===== src/rtl/minisrc_pkg.sv =====
// Shared encodings for the MiniSRC control unit: opcodes, FSM states, ALU codes,
// datapath mux selects and the decoded instruction class.
package minisrc_pkg;

  localparam logic [4:0] OP_LD   = 5'b00000;
  localparam logic [4:0] OP_ADDI = 5'b00001;
  localparam logic [4:0] OP_ST   = 5'b00010;
  localparam logic [4:0] OP_ADD  = 5'b00011;
  localparam logic [4:0] OP_SUB  = 5'b00100;
  localparam logic [4:0] OP_AND  = 5'b00101;
  localparam logic [4:0] OP_OR   = 5'b00110;
  localparam logic [4:0] OP_MUL  = 5'b01111;
  localparam logic [4:0] OP_DIV  = 5'b10000;
  localparam logic [4:0] OP_BRZ  = 5'b10010;
  localparam logic [4:0] OP_BRNZ = 5'b10011;
  localparam logic [4:0] OP_JR   = 5'b10100;
  localparam logic [4:0] OP_JAL  = 5'b10101;
  localparam logic [4:0] OP_NOP  = 5'b11010;
  localparam logic [4:0] OP_HALT = 5'b11011;

  localparam logic [3:0] ALU_ADD = 4'b0000;
  localparam logic [3:0] ALU_SUB = 4'b0001;
  localparam logic [3:0] ALU_OR  = 4'b0010;
  localparam logic [3:0] ALU_AND = 4'b0011;
  localparam logic [3:0] ALU_DIV = 4'b0100;
  localparam logic [3:0] ALU_MUL = 4'b0101;

  localparam logic       MB_RB      = 1'b0;
  localparam logic       MB_IMM     = 1'b1;
  localparam logic       MINC_FOUR  = 1'b0;
  localparam logic       MINC_OFFS  = 1'b1;
  localparam logic       MPC_RA     = 1'b0;
  localparam logic       MPC_ADDER  = 1'b1;
  localparam logic [1:0] MY_RZ0     = 2'd0;
  localparam logic [1:0] MY_RZ1     = 2'd1;
  localparam logic [1:0] MY_MEM     = 2'd2;
  localparam logic [1:0] MY_RET     = 2'd3;
  localparam logic [1:0] MC_RA      = 2'd0;
  localparam logic [1:0] MC_RB      = 2'd1;
  localparam logic [1:0] MC_LINK    = 2'd2;
  localparam logic [1:0] MC_R0      = 2'd3;

  typedef enum logic [2:0] {
    S_FETCH, S_DECODE, S_EXECUTE, S_MEMORY, S_WRITEBACK, S_HALTED
  } state_e;

  typedef enum logic [3:0] {
    CLS_ALU, CLS_IMM, CLS_LOAD, CLS_STORE, CLS_BRANCH,
    CLS_JUMP, CLS_MULDIV, CLS_NOP, CLS_HALT, CLS_ILLEGAL
  } instr_class_e;

  typedef struct packed {
    instr_class_e cls;
    logic [3:0]   alu;
    logic         link;   // JAL: write return address to R15
    logic         br_nz;  // BRNZ: branch when the zero flag is clear
  } decode_t;

endpackage


===== src/rtl/minisrc_decode.sv =====
// Combinational opcode decoder: maps the 5-bit opcode to an instruction class
// plus the ALU code and the jump/branch flavour bits.
module minisrc_decode
  import minisrc_pkg::*;
(
  input  logic [4:0] opcode,
  output decode_t    dec
);

  always_comb begin
    // NOTE: every field gets a default first so no path through the case leaves a latch.
    dec = '{cls: CLS_ILLEGAL, alu: ALU_ADD, link: 1'b0, br_nz: 1'b0};
    case (opcode)
      OP_LD:   dec.cls = CLS_LOAD;
      OP_ADDI: dec.cls = CLS_IMM;
      OP_ST:   dec.cls = CLS_STORE;
      OP_ADD:  dec.cls = CLS_ALU;
      OP_SUB:  begin dec.cls = CLS_ALU;    dec.alu = ALU_SUB; end
      OP_AND:  begin dec.cls = CLS_ALU;    dec.alu = ALU_AND; end
      OP_OR:   begin dec.cls = CLS_ALU;    dec.alu = ALU_OR;  end
      OP_MUL:  begin dec.cls = CLS_MULDIV; dec.alu = ALU_MUL; end
      OP_DIV:  begin dec.cls = CLS_MULDIV; dec.alu = ALU_DIV; end
      OP_BRZ:  dec.cls = CLS_BRANCH;
      OP_BRNZ: begin dec.cls = CLS_BRANCH; dec.br_nz = 1'b1; end
      OP_JR:   dec.cls = CLS_JUMP;
      OP_JAL:  begin dec.cls = CLS_JUMP;   dec.link = 1'b1; end
      OP_NOP:  dec.cls = CLS_NOP;
      OP_HALT: dec.cls = CLS_HALT;
      default: dec.cls = CLS_ILLEGAL;
    endcase
  end

endmodule


===== src/rtl/minisrc_control_unit.sv =====
// Multicycle MiniSRC sequencer: FETCH/DECODE/EXECUTE/MEMORY/WRITEBACK with memory
// wait states, stretched MUL/DIV execute and a sticky halt state.
module minisrc_control_unit
  import minisrc_pkg::*;
#(
  parameter int MULDIV_CYCLES = 4
) (
  input  logic        iClk,
  input  logic        iRst,
  input  logic [31:0] iInstr,
  input  logic        iAluZero,
  input  logic        iImemReady,
  input  logic        iMemReady,
  output logic        ir_enable,
  output logic        ra_enable,
  output logic        rb_enable,
  output logic        rm_enable,
  output logic        rz0_enable,
  output logic        rz1_enable,
  output logic        ry_enable,
  output logic        rpc_enable,
  output logic        rpc_temp_enable,
  output logic        mb_select,
  output logic        minc_select,
  output logic        mpc_select,
  output logic [1:0]  my_select,
  output logic [1:0]  mc_select,
  output logic [3:0]  alu_control,
  output logic        rf_write,
  output logic        mem_read,
  output logic        mem_write,
  output logic        instruction_mem_read,
  output logic        oInstrDone,
  output logic        oHalted
);

  localparam logic [3:0] MD_LAST = 4'(MULDIV_CYCLES);

  state_e     state;
  logic [3:0] md_cnt;
  decode_t    dec;
  logic       md_last;
  logic       br_taken;
  logic       unused_instr_bits;

  minisrc_decode u_decode (
    .opcode (iInstr[31:27]),
    .dec    (dec)
  );

  assign unused_instr_bits = ^iInstr[26:0];
  assign md_last  = (md_cnt == MD_LAST);
  assign br_taken = dec.br_nz ? !iAluZero : iAluZero;

  // NOTE: sequential state uses non-blocking assignments so every flop samples pre-edge values.
  always_ff @(posedge iClk or posedge iRst) begin
    if (iRst) begin
      state  <= S_FETCH;
      md_cnt <= '0;
    end else begin
      case (state)
        S_FETCH:  if (iImemReady) state <= S_DECODE;
        S_DECODE: state <= (dec.cls inside {CLS_HALT, CLS_ILLEGAL}) ? S_HALTED : S_EXECUTE;
        S_EXECUTE: begin
          if (dec.cls == CLS_MULDIV && !md_last) begin
            md_cnt <= md_cnt + 4'd1;
          end else begin
            md_cnt <= '0;
            state  <= S_MEMORY;
          end
        end
        S_MEMORY: begin
          case (dec.cls)
            CLS_LOAD:           if (iMemReady) state <= S_WRITEBACK;
            CLS_STORE:          if (iMemReady) state <= S_FETCH;
            CLS_BRANCH, CLS_NOP: state <= S_FETCH;
            CLS_JUMP:           state <= dec.link ? S_WRITEBACK : S_FETCH;
            default:            state <= S_WRITEBACK;
          endcase
        end
        S_WRITEBACK: state <= S_FETCH;
        S_HALTED:    state <= S_HALTED;
        default:     state <= S_FETCH;
      endcase
    end
  end

  // Outputs are forced low while reset is held so an aborted access drops at once.
  always_comb begin
    ir_enable = 1'b0; ra_enable = 1'b0; rb_enable = 1'b0; rm_enable = 1'b0;
    rz0_enable = 1'b0; rz1_enable = 1'b0; ry_enable = 1'b0; rpc_enable = 1'b0;
    rpc_temp_enable = 1'b0; mb_select = MB_RB; minc_select = MINC_FOUR;
    mpc_select = MPC_RA; my_select = MY_RZ0; mc_select = MC_RA; alu_control = ALU_ADD;
    rf_write = 1'b0; mem_read = 1'b0; mem_write = 1'b0; instruction_mem_read = 1'b0;
    oInstrDone = 1'b0; oHalted = 1'b0;
    if (!iRst) begin
      case (state)
        S_FETCH: begin
          instruction_mem_read = 1'b1;
          if (iImemReady) begin
            ir_enable  = 1'b1;
            rpc_enable = 1'b1;
            mpc_select = MPC_ADDER;
          end
        end
        S_DECODE: begin
          ra_enable       = 1'b1;
          rb_enable       = 1'b1;
          rpc_temp_enable = 1'b1;
        end
        S_EXECUTE: begin
          alu_control = dec.alu;
          mb_select   = (dec.cls inside {CLS_IMM, CLS_LOAD, CLS_STORE}) ? MB_IMM : MB_RB;
          rz0_enable  = (dec.cls inside {CLS_ALU, CLS_IMM, CLS_LOAD, CLS_STORE})
                        || (dec.cls == CLS_MULDIV && md_last);
          rz1_enable  = (dec.cls == CLS_MULDIV) && md_last;
          rm_enable   = (dec.cls == CLS_STORE);
        end
        S_MEMORY: begin
          case (dec.cls)
            CLS_LOAD: begin
              mem_read = 1'b1;
              if (iMemReady) begin
                my_select = MY_MEM;
                ry_enable = 1'b1;
              end
            end
            CLS_STORE: begin
              mem_write  = 1'b1;
              oInstrDone = iMemReady;
            end
            CLS_BRANCH: begin
              oInstrDone = 1'b1;
              if (br_taken) begin
                rpc_enable  = 1'b1;
                mpc_select  = MPC_ADDER;
                minc_select = MINC_OFFS;
              end
            end
            CLS_JUMP: begin
              rpc_enable = 1'b1;
              mpc_select = MPC_RA;
              if (dec.link) begin
                my_select = MY_RET;
                ry_enable = 1'b1;
              end else begin
                oInstrDone = 1'b1;
              end
            end
            CLS_NOP: oInstrDone = 1'b1;
            CLS_ALU, CLS_IMM, CLS_MULDIV: begin
              my_select = MY_RZ0;
              ry_enable = 1'b1;
            end
            default: ;
          endcase
        end
        S_WRITEBACK: begin
          rf_write   = 1'b1;
          mc_select  = dec.link ? MC_LINK : MC_RA;
          oInstrDone = 1'b1;
        end
        S_HALTED: oHalted = 1'b1;
        default: ;
      endcase
    end
  end

endmodule


===== config.mk =====
export PLATFORM = sky130hd
export DESIGN_NAME = minisrc_control_unit
export DESIGN_NICKNAME = d
export VERILOG_FILES = /design/src/rtl/minisrc_pkg.sv /design/src/rtl/minisrc_decode.sv /design/src/rtl/minisrc_control_unit.sv
export SDC_FILE = /design/constraint.sdc
export NUM_CORES = 1
export LEC_CHECK = 0
export BUFFER_PORTS_ARGS = -buffer_cell sky130_fd_sc_hd__buf_2
export CORE_AREA = 3 3 51 53
export DETAILED_ROUTE_END_ITERATION = 8
export DIE_AREA = 0 0 54 56
export PLACE_DENSITY_LB_ADDON = 0.05
export SYNTH_ARGS = -nofsm -noshare
export SYNTH_HDL_FRONTEND = slang
export SYNTH_SLANG_ARGS = --single-unit

===== constraint.sdc =====
create_clock -name iClk -period 5.22 [get_ports iClk]
set_input_delay 1.044 -clock iClk [delete_from_list [all_inputs] [get_ports iClk]]
set_output_delay 1.044 -clock iClk [all_outputs]
set_load 0.1 [all_outputs]

# --- Word level (Yosys, flattened, before mapping) ---
# Index checks and enable logic that the tools add are counted.
op_classes:
  add_sub_neg: 1
  eq_ne: 33
  mux: 68
  reduce_logical: 18
ops:
  columns: ["op", "n"]
  rows:
  - ["1-bit 2-to-1 mux", 41]
  - ["4-bit case mux with 9 select lines", 1]
  - ["5-bit equality test, second input constant", 7]
  - ["3-bit case mux with 5 select lines", 2]
  - ["4-bit by 3-bit equality test with 1-bit output, second input constant", 5]
  - ["3-bit 2-to-1 mux", 6]
  - ["5-bit by 3-bit equality test with 1-bit output, second input constant", 3]
  - ["2-bit 2-to-1 mux", 7]
  - ["4-bit 2-to-1 mux", 3]
  - ["3-bit case mux with 4 select lines", 1]
  - ["5-bit by 2-bit equality test with 1-bit output, second input constant", 2]
  - ["4-bit by 2-bit equality test with 1-bit output, second input constant", 2]
  - ["4-bit equality test, second input constant", 2]
  - ["1-bit case mux with 2 select lines", 4]
  - ["2-bit OR reduction", 4]
  - ["3-bit by 2-bit equality test with 1-bit output, second input constant", 2]
  - ["3-bit equality test, second input constant", 2]
  - ["3-bit != test, second input constant", 2]
  - ["1-bit case mux with 3 select lines", 2]
  - ["5-bit by 1-bit equality test with 1-bit output, second input constant", 1]
  - ["5-bit by 4-bit equality test with 1-bit output, second input constant", 1]
  - ["5-bit logical NOT", 1]
  - ["4-bit by 1-bit adder with 4-bit output, second input constant", 1]
  - ["4-bit by 1-bit equality test with 1-bit output, second input constant", 1]
  - ["14 further kinds", 17]
word_totals:
  register_bits: 7
  inputBits: 37
  output_inout_bits: 26
  wordCells: 122

# --- Logic depth before layout (Yosys ltp) ---
# Gate-level depths: netlist of the first run.
logic_depth:
  word_depth: 8
  mapped_depth: 7
  mapped_depth_nobuf: 6

# --- By module ---
# From an unflattened synthesis of the first run, not the netlist that was laid out.
unflattened:
  hier_cells: 147
  area_unflattened_um2: 1149.9
by_module_without_submodules:
  columns: ["mod", "n_inst", "cells_each", "area_per_inst_um2", "seq_area_each_um2"]
  rows:
  - ["minisrc_control_unit", 1, 101, 827.0, 175.2]
  - ["minisrc_decode", 1, 46, 322.8, 0.0]

# --- Least setup slack after synthesis of the first run ---
# OpenSTA, ideal clock, no wires.
synth_timing:
  path_kind: "input port to output port"
  startpoint: "input port iRst"
  endpoint: "output port mpc_select"
  t_arrival_ns: 5.700
  t_required_ns: 4.176
  setup_slack_ns: -1.524
  path_stages: 4
  n_path_buf: 0
  path_cell_list: "nor4_1 -> nand2_1 -> inv_1 -> or2_1"
synth_via:
  elab_chain_len: 1
synth_lines:
  columns: ["item", "line_no", "source"]
  rows:
  - ["start, declared", "minisrc_control_unit.sv:9", "input logic iRst,"]
  - ["1-bit 2-to-1 mux", "minisrc_control_unit.sv:96", "if (!iRst) begin"]
  - ["end, declared", "minisrc_control_unit.sv:25", "output logic mpc_select,"]
# No other way between the ends.

# --- Worst setup path after layout of the first run ---
layout_timing:
  startpoint: "input port iInstr[29]"
  endpoint: "output port mpc_select"
layout_via:
  elab_chain_len: 7
  elab_cells_between_ends: 27
  cone_classes: "eq/ne: 15; mux: 7; reduce/logical: 5"
layout_lines:
  columns: ["item", "line_no", "source"]
  rows:
  - ["start, declared", "minisrc_control_unit.sv:10", "input logic [31:0] iInstr,"]
  - ["5-bit by 2-bit equality test with 1-bit output (tied with other cells)", "minisrc_decode.sv:13", "case (opcode)"]
  - ["4-bit OR reduction (no source line) (tied with other cells)", null, null]
  - ["4-bit case mux with 9 select lines or 1-bit 2-to-1 mux (tied branches)", "minisrc_decode.sv:13, minisrc_control_unit.sv:53", null]
  - ["4-bit by 3-bit equality test with 1-bit output or 1-bit 2-to-1 mux (tied branches)", "minisrc_control_unit.sv:120, minisrc_control_unit.sv:134", null]
  - ["1-bit 2-to-1 mux *", "minisrc_control_unit.sv:120", "case (dec.cls)"]
  - ["1-bit case mux with 2 select lines *", "minisrc_control_unit.sv:97", "case (state)"]
  - ["1-bit 2-to-1 mux *", "minisrc_control_unit.sv:96", null]
# Mark *: on every way between the ends. The rest lies on a longest branch, timed or not.

==> results of run 1 <==
==> cells by family after synthesis <==
family	share of synthesized area, %
mux	1.01
other cells	0.377
simple gates	40.4
xor+xnor	1.76
buf+inv	11.3
compound gates	24.9
fa+ha+maj	2.52
flops	17.6
==> flip-flops by register name, indices dropped and copies added (netlist names) <==
| signal | cells |
|---|---|
| state | 3 |
| md_cnt | 4 |
==> worst paths after layout <==
kind,end,slack [ns],cells after the start
setup / recovery,mpc_select,1.49,6
hold / removal,md_cnt[3],0.57,2
setup reg to reg,md_cnt[0],3.70,4
hold reg to reg,md_cnt[3],0.57,2
max in group asynchronous,md_cnt[0],4.19,2
min in group asynchronous,state[2],0.80,2
==> worst max-delay path, stage by stage <==
cell and delay [ns]:
buf_2 0.31, nor3b_1 0.12, o41a_1 0.43, a211oi_2 0.25, or2_1 0.12, buf_2 0.41
==> stage by stage <==
stage / instance area [um^2] / power (mW) / setup slack (ns) / hold WS [ns]
after floorplan: 1020 / 0.406 / -0.207 / 0.495
after global placement: 1130 / 0.440 / 1.52 / 0.541
after detailed placement: 1130 / 0.444 / 1.48 / 0.556
after CTS: 1160 / 0.494 / 1.48 / 0.569
after global routing: 1160 / 0.528 / 1.33 / 0.607
final: 1160 / 0.490 / 1.49 / 0.569
==> synthesized netlist by cell type (all sizes together), types with 2 or more instances <==
cell type	count	area (um^2)
or3	4	25.0
ha	2	25.0
nor4b	3	26.3
nor3	7	40.0
dfrtp	7	175
xnor2	2	17.5
nand2	11	41.3
o21ai	8	40.0
o41ai	2	25.0
nor2	14	68.8
nand2b	8	50.1
nand3	3	27.5
nor2b	5	31.3
a21o	3	22.5
and3b	2	17.5
or2	3	18.8
a21oi	4	20.0
inv	8	30.0
o22ai	4	25.0
buf	12	78.8
a22oi	2	20.0
nor4	2	12.5
a211oi	2	20.0
==> area by class of cell <==
class                           count  area, um^2
Tap cell                           28        35.0
Timing Repair Buffer               33         165
Clock buffer                        4        26.3
Inverter                            8        30.0
Fill cell                         236        1030
Sequential cell                     7         175
Multi-Input combinational cell    109         728
==> per-layer routing <==
layer / track usage (%) / wire length [um] / vias to the layer above / part of all wire [%]
li1: - / - / 535 / -
met1: 27.2 / 1160 / 475 / 46
met2: 28.2 / 1170 / 42 / 47
met3: 4.29 / 181 / 0 / 7.2
met4: 1.07 / 0 / 0 / 0
met5: 0 / 0 / - / 0
==> power groups by stage <==
stage                     Clock (mW)  Sequential [mW]  Combinational, mW
after floorplan                    0           0.0946              0.312
after global placement             0            0.113              0.327
after detailed placement           0            0.114              0.330
after CTS                     0.0497            0.114              0.331
after global routing          0.0548            0.120              0.352
final                         0.0472            0.113              0.329
==> impl_metrics.py, run 1 <==
metrics = {
    "run_status": {
        "status": "finished clean",
    },
    "floorplanning": {
        "io_pins": 63,
        "core_um2": 2190,
        "row_count": 17,
        "initial_core_util_pct": 45.3,
        "die_w_um": 54,
        "die_h_um": 56,
        "die_area_um2": 3020,
    },
    "layout": {
        "instances_no_fill": 189,
        "diodes": 0,
        "syn_to_final_growth_pct": 16.8,
        "fin_util_pct": 52.9,
        "mostFrequentLayoutCell": "buf_2",
        "drive_above_1_share_pct": 29.2,
        "final_cell_mix": "33 x buf_2, 13 x nor2_1, 11 x nand2_1",
        "layout.nets": 201,
    },
    "timing": {
        "max_freq_mhz": 268,
        "post-route-period-util_pct": 71.4,
        "setup_viol_count_final": 0,
        "slew_viol_final": 0,
        "fin_tns_setup_ns": 0,
        "rsz0062_at_grt": "false",
        "period_needed_ns": 3.73,
        "clock-skew-final_ns": 0.00293,
        "hold_viol_final": 0,
    },
    "route": {
        "first_pass_iters": 4,
        "post-route-drc-count": 0,
        "dr.first_iter.drc_count": 22,
        "wl_per_cell_um": 13.3,
        "via_count": 1052,
        "totalWireLength_um": 2520,
        "viasPerCell": 5.57,
        "ant_nets": 0,
    },
    "grt": {
        "antenna_found_initial": 0,
        "overflow": 0,
        "grt_pass1_wl_um": 4370,
        "grt_pass1_vias": 948,
        "grt_max_degree": 21,
        "grt_usage_pct": 18.4,
    },
    "power_and_ir_drop": {
        "power_density_nw_per_um2": 422,
        "internal_power_uw": 179,
        "p_seq_share_pct": 23.2,
        "comb_power_share_pct": 67.2,
        "switching_share_pct": 63.4,
        "pwr-share-clk_pct": 9.6,
        "ir_worst_vdd_mv": 0.306,
        "p_switching_uw": 310,
        "leakage_nw": 0.551,
    },
    "synth": {
        "yosysWarnings": 0,
        "synth-seq-cells": 7,
        "yosysSeqAreaShare_pct": 17.6,
        "ys_types": 50,
        "synthFlopType": "dfrtp_1",
        "syn_inst": 136,
        "synthArstFlopShare_pct": 100,
        "syn_avg_cell_area_um2": 7.30,
        "synth_edf_count": 0,
        "synth_area_um2": 993,
    },
    "cts": {
        "path_clk_slew_ns": 0.05,
        "post_cts_resized": 0,
        "numClockSinks": 7,
        "cts_made_buffers": 3,
        "ctsHoldBuffers": 0,
        "cts_root_buf": "clkbuf_4",
        "cts_max_level": 1,
        "clock_latency_ns": 0.25,
        "cts_tree": "yes",
        "clockBufferDepth": 2,
        "post_cts_buffers": 0,
    },
    "setup_path": {
        "critPathArrivalTime_ns": 2.68,
        "startpoint": "iInstr[29]",
        "path_max_fanout": 20,
        "worstSetupPathType": "input port to output pin",
        "startpoint_type": "input port",
        "end_kind": "output pin",
        "crit_required_ns": 4.18,
        "r2r_start": "state[0]",
    },
    "placement": {
        "globalplace.congestion": 0.837,
        "port_buffers": 33,
        "placed_cells": 185,
        "hpwlAfterDp_um": 1940,
    },
    "min_path": {
        "hold_start": "md_cnt[3]",
        "worstHoldPathType": "register to register",
    },
    "job": {
        "drv_cap": 0,
    },
}
No activity file was read; power rests on OpenSTA's default activity.
==> inputs of run 2 (changes only) <==
--- a/config.mk
+++ b/config.mk
@@ -6,9 +6,9 @@
 export NUM_CORES = 1
 export LEC_CHECK = 0
 export BUFFER_PORTS_ARGS = -buffer_cell sky130_fd_sc_hd__buf_2
-export CORE_AREA = 3 3 51 53
+export CORE_AREA = 3 3 53 55
 export DETAILED_ROUTE_END_ITERATION = 8
-export DIE_AREA = 0 0 54 56
+export DIE_AREA = 0 0 56 58
 export PLACE_DENSITY_LB_ADDON = 0.05
 export SYNTH_ARGS = -nofsm -noshare
 export SYNTH_HDL_FRONTEND = slang
==> constraint.sdc (replaced) <==
create_clock -name iClk -period 3.5 [get_ports iClk]
set_input_delay 0.7 -clock iClk [delete_from_list [all_inputs] [get_ports iClk]]
set_output_delay 0.7 -clock iClk [all_outputs]
set_load 0.1 [all_outputs]
==> run 2 against run 1 <==
Effect of this change: global-route usage is 2.3 points lower; combinational power grew 53%; critical path depth rose by 1.
==> impl_metrics.py, run 2 (same netlist as run 1, synthesis figures left out) <==
metrics = {
    "timing": {
        "rsz0062_at_grt": "false",
        "setup_viol_count_final": 0,
        "hold_ws_ns": 0.470,
        "max_freq_mhz": 324,
        "period_needed_ns": 3.08,
        "clock-skew-final_ns": 0.00283,
        "slew_viol_final": 0,
        "hold_viol_final": 0,
        "post-route-period-util_pct": 88.1,
    },
    "min_path": {
        "worstHoldPathType": "input port to asynchronous set/reset pin",
    },
    "route": {
        "totalWireLength_um": 2510,
        "post-route-drc-count": 0,
        "viasPerCell": 5.51,
        "first_pass_iters": 4,
        "ant_nets": 0,
        "via_count": 1052,
        "wl_per_cell_um": 13.1,
        "dr.first_iter.drc_count": 26,
    },
    "job": {
        "drv_cap": 0,
    },
    "floorplanning": {
        "io_pins": 63,
        "die_area_um2": 3250,
        "row_count": 18,
        "die_h_um": 58,
        "core_um2": 2430,
        "initial_core_util_pct": 40.8,
        "die_w_um": 56,
    },
    "cts": {
        "clock_latency_ns": 0.25,
        "ctsHoldBuffers": 0,
        "post_cts_resized": 0,
        "cts_made_buffers": 3,
        "post_cts_buffers": 0,
        "clockBufferDepth": 2,
        "path_clk_slew_ns": 0.05,
        "cts_root_buf": "clkbuf_4",
        "cts_tree": "yes",
        "numClockSinks": 7,
        "cts_max_level": 1,
    },
    "layout": {
        "diodes": 0,
        "fin_util_pct": 50.4,
        "largest-register": "md_cnt",
        "final_cell_mix": "33 x buf_2, 13 x nor2_1, 11 x nand2_1",
        "syn_to_final_growth_pct": 23.3,
        "layout.nets": 201,
        "largest_reg_flops": 4,
        "drive_above_1_share_pct": 32.9,
        "reg_top3": "md_cnt x4, state x3",
        "mostFrequentLayoutCell": "buf_2",
    },
    "run_status": {
        "status": "finished clean",
    },
    "placement": {
        "port_buffers": 33,
        "globalplace.congestion": 0.832,
        "hpwlAfterDp_um": 1970,
    },
    "grt": {
        "grt_usage_pct": 16.2,
        "grt_pass1_vias": 979,
        "grt_pass1_wl_um": 4310,
        "antenna_found_initial": 0,
        "grt_max_degree": 21,
        "overflow": 0,
    },
    "power_and_ir_drop": {
        "ir_worst_vdd_mv": 0.571,
        "leakage_nw": 0.568,
        "power_density_nw_per_um2": 612,
        "p_total_uw": 749,
    },
    "setup_path": {
        "end_kind": "output pin",
        "startpoint_type": "input port",
        "worstSetupPathType": "input port to output pin",
        "path_max_fanout": 15,
        "critPathArrivalTime_ns": 2.38,
        "crit_required_ns": 2.80,
    },
}
## run 2: changes by cell type in the layout (fill, tap and decap cells not counted), moves of 2 or more
cell,previous run,this run
nor3_2,1,6
nor4_2,2,0
nor4_4,0,2
nor3_1,6,1
## run 2: per-layer routing
layer | wire [um] | vias to the layer above | track usage (%)
met3 | 183 | 0 | 5.12
met2 | 1120 | 33 | 27.2
met5 | 0 | - | 0
met4 | 0 | 0 | 1.02
met1 | 1210 | 484 | 21.4
li1 | - | 535 | -
## run 2: power breakdown
group	total, mW	leakage, nW	switching [mW]	internal [mW]
Combinational	0.504	0.459	0.383	0.121
Sequential	0.175	0.0939	0.0662	0.109
Clock	0.0703	0.0150	0.0270	0.0433
Total	0.749	0.568	0.476	0.274
## run 2: final timing paths
kind	from	end	slack, ns	cells after the start
worst max register to register	state[0]	md_cnt[0]	1.96	4
worst min-delay path	iRst	state[2]	0.47	2
max in group asynchronous	iRst	md_cnt[0]	2.81	2
worst max-delay path	iInstr[28]	mpc_select	0.42	7
min in group iClk	md_cnt[3]	md_cnt[3]	0.56	2
worst min register to register	md_cnt[3]	md_cnt[3]	0.56	2
## run 2: cell type report
class / count / area [um^2]
Fill cell: 252 / 1210
Tap cell: 30 / 37.5
Multi-Input combinational cell: 109 / 791
Inverter: 8 / 30.0
Sequential cell: 7 / 175
Timing Repair Buffer: 33 / 165
Clock buffer: 4 / 26.3
## run 2: critical path: stages
cell and delay (ns):
buf_2 0.28, nand2_1 0.15, or3_1 0.38, nor2b_1 0.17, a211oi_4 0.16, or2_1 0.12
buf_2 0.41
## run 2: per-stage QoR
step | cells | instance area (um^2) | setup TNS, ns | worst slack (ns)
floorplan | 137 | 1080 | -0.574 | -0.574
global placement | 187 | 1200 | 0 | 0.430
detailed placement | 187 | 1200 | 0 | 0.404
CTS | 191 | 1220 | 0 | 0.398
global route | 191 | 1220 | 0 | 0.280
finish | 191 | 1220 | 0 | 0.417
